==> config.mk <==
export PLATFORM = sky130hd
export DESIGN_NAME = cic_dec_512
export DESIGN_NICKNAME = d
export VERILOG_FILES = /design/src/rtl/dec_pkg.sv /design/src/rtl/cic_integ.sv /design/src/rtl/cic_dec_512.sv
export SDC_FILE = /design/constraint.sdc
export NUM_CORES = 1
export LEC_CHECK = 0
export BUFFER_PORTS_ARGS = -buffer_cell sky130_fd_sc_hd__buf_2
export CORE_MARGIN = 3
export CORE_UTILIZATION = 51
export DETAILED_ROUTE_END_ITERATION = 10
export PLACE_DENSITY_LB_ADDON = 0.05
export SYNTH_ARGS = -nofsm -noshare
export SYNTH_HDL_FRONTEND = slang
export SYNTH_SLANG_ARGS = --single-unit
==> constraint.sdc <==
create_clock -name clk -period 7.18 [get_ports clk]
set_clock_uncertainty 0.2 [all_clocks]
set_input_delay 1.077 -clock clk [delete_from_list [all_inputs] [get_ports clk]]
set_output_delay 1.077 -clock clk [all_outputs]
set_load 0.02 [all_outputs]
==> src/rtl/dec_pkg.sv <==
// Shared constants for the sinc3 decimator: default ratio/width, stage count,
// droop-compensation shift amounts and the minimum-width rule.
package dec_pkg;

  localparam int DEF_R   = 512;
  localparam int DEF_W   = 41;
  localparam int CIC_N   = 3;
  localparam int COMP_S1 = 3;
  localparam int COMP_S2 = 4;

  // Smallest datapath width that lets modular combs recover an N-stage
  // integrator output: N*log2(R) growth bits, one sign bit, one input bit.
  function automatic int min_width(input int r, input int n);
    return n * $clog2(r) + 2;
  endfunction

endpackage

==> src/rtl/cic_integ.sv <==
// One enable-gated W-bit accumulator with synchronous reset. Wraps modulo
// 2^W on purpose; the downstream combs cancel the wrap.
module cic_integ #(
  parameter int W = 41
) (
  input  logic         clk,
  input  logic         rst,
  input  logic         en,
  input  logic [W-1:0] add,
  output logic [W-1:0] acc
);

  // Accumulate the addend on every enabled edge; never saturate.
  always_ff @(posedge clk) begin
    if (rst) begin
      acc <= '0;
    end else if (en) begin
      acc <= acc + add;
    end
  end

endmodule

==> src/rtl/cic_dec_512.sv <==
// Third-order CIC decimator: 1-bit modulator stream in, signed W-bit PCM out,
// one sample per R accepted bits.
// Optional: define DEC_DROOP_COMP_EN to add a 3-tap shift-add droop
// compensation FIR after the combs (one extra clock of latency).
module cic_dec_512
  import dec_pkg::*;
#(
  parameter int R = DEF_R,
  parameter int W = DEF_W
) (
  input  logic         clk,
  input  logic         rst,
  input  logic         in,
  input  logic         in_valid,
  output logic [W-1:0] out,
  output logic         out_valid
);

  localparam int LB = $clog2(R);

  if (W < min_width(R, CIC_N)) begin : g_width_check
    $error("cic_dec_512: W is too small for R");
  end
  if ((R < 4) || ((R & (R - 1)) != 0)) begin : g_ratio_check
    $error("cic_dec_512: R must be a power of two and at least 4");
  end

  logic [W-1:0]  step_val;
  logic [W-1:0]  i1;
  logic [W-1:0]  i2;
  logic [W-1:0]  i3;
  logic [W-1:0]  i1_new;
  logic [W-1:0]  i2_new;
  logic [LB-1:0] phase;
  logic          tick_d;

  // Map the modulator bit to +1 / -1 in W-bit two's complement.
  assign step_val = in ? W'(1) : '1;

  // Each stage adds the freshly updated value of the stage before it.
  assign i1_new = i1 + step_val;
  assign i2_new = i2 + i1_new;

  cic_integ #(.W(W)) u_integ1 (
    .clk (clk),
    .rst (rst),
    .en  (in_valid),
    .add (step_val),
    .acc (i1)
  );

  cic_integ #(.W(W)) u_integ2 (
    .clk (clk),
    .rst (rst),
    .en  (in_valid),
    .add (i1_new),
    .acc (i2)
  );

  cic_integ #(.W(W)) u_integ3 (
    .clk (clk),
    .rst (rst),
    .en  (in_valid),
    .add (i2_new),
    .acc (i3)
  );

  // Count accepted bits; flag the edge that accepts the last bit of a frame.
  always_ff @(posedge clk) begin
    if (rst) begin
      phase  <= '0;
      tick_d <= 1'b0;
    end else begin
      tick_d <= in_valid && (phase == LB'(R - 1));
      if (in_valid) begin
        phase <= phase + 1'b1;
      end
    end
  end

  logic [W-1:0] dx;
  logic [W-1:0] dc1;
  logic [W-1:0] dc2;
  logic [W-1:0] c1;
  logic [W-1:0] c2;
  logic [W-1:0] c3;

  // Three cascaded first differences of the sampled I3, modular arithmetic.
  always_comb begin
    c1 = i3 - dx;
    c2 = c1 - dc1;
    c3 = c2 - dc2;
  end

  // Comb delay lines advance only on decimation ticks.
  always_ff @(posedge clk) begin
    if (rst) begin
      dx  <= '0;
      dc1 <= '0;
      dc2 <= '0;
    end else if (tick_d) begin
      dx  <= i3;
      dc1 <= c1;
      dc2 <= c2;
    end
  end

`ifdef DEC_DROOP_COMP_EN

  logic [W-1:0] c_q;
  logic         c_valid;
  logic [W-1:0] f1;
  logic [W-1:0] f2;
  logic [W-1:0] z;

  // Symmetric 3-tap FIR: center tap 1 + 1/8, outer taps -1/16.
  always_comb begin
    z = f1
      + W'($signed(f1) >>> COMP_S1)
      - W'($signed(c_q) >>> COMP_S2)
      - W'($signed(f2) >>> COMP_S2);
  end

  // Hold the comb result one cycle, then filter it and shift the FIR history.
  always_ff @(posedge clk) begin
    if (rst) begin
      c_q       <= '0;
      c_valid   <= 1'b0;
      f1        <= '0;
      f2        <= '0;
      out       <= '0;
      out_valid <= 1'b0;
    end else begin
      c_valid   <= tick_d;
      out_valid <= c_valid;
      if (tick_d) begin
        c_q <= c3;
      end
      if (c_valid) begin
        out <= z;
        f1  <= c_q;
        f2  <= f1;
      end
    end
  end

`else

  // Register the raw comb result with a single-cycle strobe.
  always_ff @(posedge clk) begin
    if (rst) begin
      out       <= '0;
      out_valid <= 1'b0;
    end else begin
      out_valid <= tick_d;
      if (tick_d) begin
        out <= c3;
      end
    end
  end

`endif

endmodule

==> metrics.txt <==
# TYPE chip_impl_metric gauge
chip_impl_metric{name="clk_path_buf_depth",unit=""} 3
chip_impl_metric{name="async_reset_ff_share",unit="%"} 0
chip_impl_metric{name="netlist-cell-type-count",unit=""} 77
chip_impl_metric{name="utilization",unit="%"} 63.9
chip_impl_metric{name="synth-edff-count",unit=""} 0
chip_impl_metric{name="netlist_area",unit="um^2"} 22500
chip_impl_metric{name="syn_to_final_growth",unit="%"} 23.2
chip_impl_metric{name="detailed_place_hpwl",unit="mm"} 40.4
chip_impl_metric{name="worst_path_largest_cell_delay",unit="ps"} 440
chip_impl_metric{name="filler_cell_count",unit=""} 3684
chip_impl_metric{name="post-route-drc-count",unit=""} 0
chip_impl_metric{name="insertedDiodeCount",unit=""} 0
chip_impl_info{name="cts_tree",value="built"} 1
chip_impl_metric{name="crit_path_max_fanout",unit=""} 14
chip_impl_metric{name="timing.fmax",unit="GHz"} 0.141
chip_impl_metric{name="die-width",unit="um"} 216
chip_impl_metric{name="netlist.area_leader.share",unit="%"} 26.6
chip_impl_metric{name="route.vias.total",unit=""} 19850
chip_impl_metric{name="ys_ff_latch",unit=""} 298
chip_impl_info{name="synth_top_area_cell",value="dfxtp_1"} 1
chip_impl_metric{name="setup_viol_count_final",unit=""} 0
chip_impl_metric{name="clock_sinks",unit=""} 298
chip_impl_metric{name="synth.yosys.warnings",unit=""} 0
chip_impl_metric{name="std_cell_rows",unit=""} 76
chip_impl_metric{name="seq_area_frac_synth",unit="%"} 26.6
chip_impl_info{name="worstSetupPathType",value="in -> reg"} 1
chip_impl_metric{name="tightestPinTransition",unit="ps"} 1010
chip_impl_metric{name="finalWorstPathRequiredPeriod",unit="ps"} 7090
chip_impl_metric{name="pin_count",unit=""} 46
chip_impl_metric{name="drive_above_1_share",unit="%"} 19.0
chip_impl_info{name="ys_dominant_reg_cell",value="dfxtp_1"} 1
chip_impl_metric{name="final_min_period_over_clock_period",unit="%"} 98.7
chip_impl_info{name="run_status",value="finished, final reports clean"} 1
chip_impl_metric{name="synthesis.instances",unit=""} 2728
chip_impl_metric{name="gr-total-overflow",unit=""} 0
chip_impl_info{name="synth.top_cells.by_area",value="dfxtp_1 27%, ha_1 13%, mux2i_1 10%, nor2_1 6.2%, xnor2_1 5.5%"} 1
chip_impl_info{name="worst_setup_path_end_kind",value="flop"} 1
chip_impl_metric{name="placement.io_buffers",unit=""} 45
chip_impl_metric{name="grt_pass1_vias",unit=""} 19374
chip_impl_metric{name="seq_area",unit="um^2"} 5970
chip_impl_metric{name="drt_iter0_markers",unit=""} 968
chip_impl_metric{name="nets",unit=""} 3317
chip_impl_metric{name="grt_first_pass_wirelength",unit="mm"} 91.1
chip_impl_metric{name="clk_pin_slew",unit="ps"} 60
chip_impl_metric{name="max_slew_margin",unit="%"} 32.9
chip_impl_info{name="worst_setup_path_start_kind",value="input pin"} 1
chip_impl_metric{name="pin_count_of_the_biggest_net_entering_global_routing",unit=""} 94
chip_impl_metric{name="numCtsBuffers",unit=""} 38
chip_impl_metric{name="antenna_violations_before_repair",unit=""} 0
chip_impl_metric{name="total_wirelength_of_the_detailed_routed_design",unit="mm"} 54.5
chip_impl_metric{name="max_cap_viol_count",unit=""} 0
chip_impl_metric{name="synth_area_per_cell",unit="um^2"} 8.23
chip_impl_metric{name="route.detailed.wl_per_inst",unit="um"} 14.8
chip_impl_metric{name="cts_htree_levels",unit=""} 2
chip_impl_metric{name="worstSkewPairLatency",unit="ps"} 560
chip_impl_info{name="critPathSlowestCell",value="or3b_2"} 1
chip_impl_info{name="grt_setup_unrepaired",value="yes"} 1
chip_impl_metric{name="crit_required",unit="ps"} 7420
chip_impl_metric{name="multi_input_area",unit="um^2"} 16100
chip_impl_info{name="worst_hold_path_type",value="reg -> reg"} 1
chip_impl_info{name="most_frequent_cell_after_synthesis",value="nor2_1"} 1
chip_impl_metric{name="grt_usage",unit="%"} 22.8
chip_impl_metric{name="route.detailed.vias_per_inst",unit=""} 5.40
chip_impl_metric{name="crit_buf_inv",unit=""} 4
chip_impl_metric{name="first_pass_iters",unit=""} 5
chip_impl_metric{name="die-area",unit="um^2"} 46600
chip_impl_info{name="synth_top_cells_by_count",value="372 x nor2_1, 298 x dfxtp_1, 241 x ha_1, 230 x mux2i_1, 201 x a21oi_1"} 1
chip_impl_metric{name="syn_nets",unit=""} 2979
chip_impl_metric{name="place_congestion",unit=""} 0.944
chip_impl_info{name="cts_root_buffer",value="clkbuf_16"} 1
chip_impl_metric{name="placeableCoreArea",unit="um^2"} 43300
chip_impl_metric{name="timing_hold_violations_final",unit=""} 0
chip_impl_metric{name="cts_hold_buffers",unit=""} 0
chip_impl_metric{name="die-height",unit="um"} 216
chip_impl_metric{name="crit_arrival",unit="ps"} 7330
chip_impl_metric{name="initial_cell_density_of_the_core",unit="%"} 51.9
chip_impl_info{name="cp_top_delay_family",value="compound AO/OA/AOI/OAI gates"} 1
chip_impl_metric{name="ant_nets",unit=""} 0
chip_impl_metric{name="max_transition_viols_final",unit=""} 0
[per-layer routing]
metal,share of wire (%),global-route usage [%]
met1,47,28.9
met2,48,40.4
met5,0,0
met3,2.9,2.44
met4,2.5,7.49
[sequential cells by signal, indices dropped and copies added (netlist names)]
signal and count:
dc1 41, dc2 41, dx 41, out 41
out_valid 1, phase 9, tick_d 1, u_integ1.acc 41
u_integ2.acc 41, u_integ3.acc 41
[through the flow]
stage	std cells	hold slack [ps]	instance area, um^2	TNS, ps	setup slack, ps
5_1_grt	3677	286	27700	-804	-298
2_1_floorplan	2728	245	22500	-1720	-489
3_3_place_gp	3592	231	25600	-4310	-649
3_5_place_dp	3592	244	25600	-6480	-692
4_1_cts	3659	256	26900	0	7.00
6_report	3677	254	27700	0	93.4
[what timing repair did]
action,4_1_cts,5_1_grt
setup buffers,1,18
pin swaps,2,95
resized for setup,9,130
endpoints found under the setup margin,9,28
[final cells by class]
type | count | share of cell area (%)
Inverter | 191 | 2.61
Timing Repair Buffer | 387 | 10.2
Clock inverter | 13 | 0.710
Clock buffer | 53 | 4.02
Tap cell | 585 | 2.65
Multi-Input combinational cell | 2150 | 58.2
Sequential cell | 298 | 21.6
[placed cells by master, fill, tap and decap left out, drive strengths merged, types with 41 or more instances in the layout]
master / instances
buf: 387
nor2: 372
dfxtp: 298
ha: 241
mux2i: 230
a21oi: 201
inv: 190
xnor2: 143
a21o: 140
nand2: 132
o21ai: 127
xor2: 84
clkbuf: 53
nand3: 41
[cell families (layout without fill, tap and decap cells)]
kind of cell	Yosys count	after routing	synth area share, %
mux	231	231	10.3
fa+ha+maj	247	247	14.0
flops	298	298	26.6
compound gates	734	734	21.5
xor+xnor	227	227	8.88
buf+inv	280	644	4.70
simple gates	711	711	14.1
[final timing paths]
kind | slack (ps) | to | cells past startpoint | startpoint
max | 90 | u_integ3.acc[40] | 34 | in
max reg2reg | 450 | out[38] | 34 | dx[1]
min reg2reg | 250 | out[33] | 2 | out[33]
min | 250 | out[33] | 2 | out[33]
[tightest hold or removal path, stage by stage, from the launching register on]
cell and delay [ps]:
dfxtp_1 320, nand2_1 40, o21ai_0 60
Power is left out: the tool's default activity adds up to more than one toggle a clock period on the data nets, which glitch-free logic cannot reach.
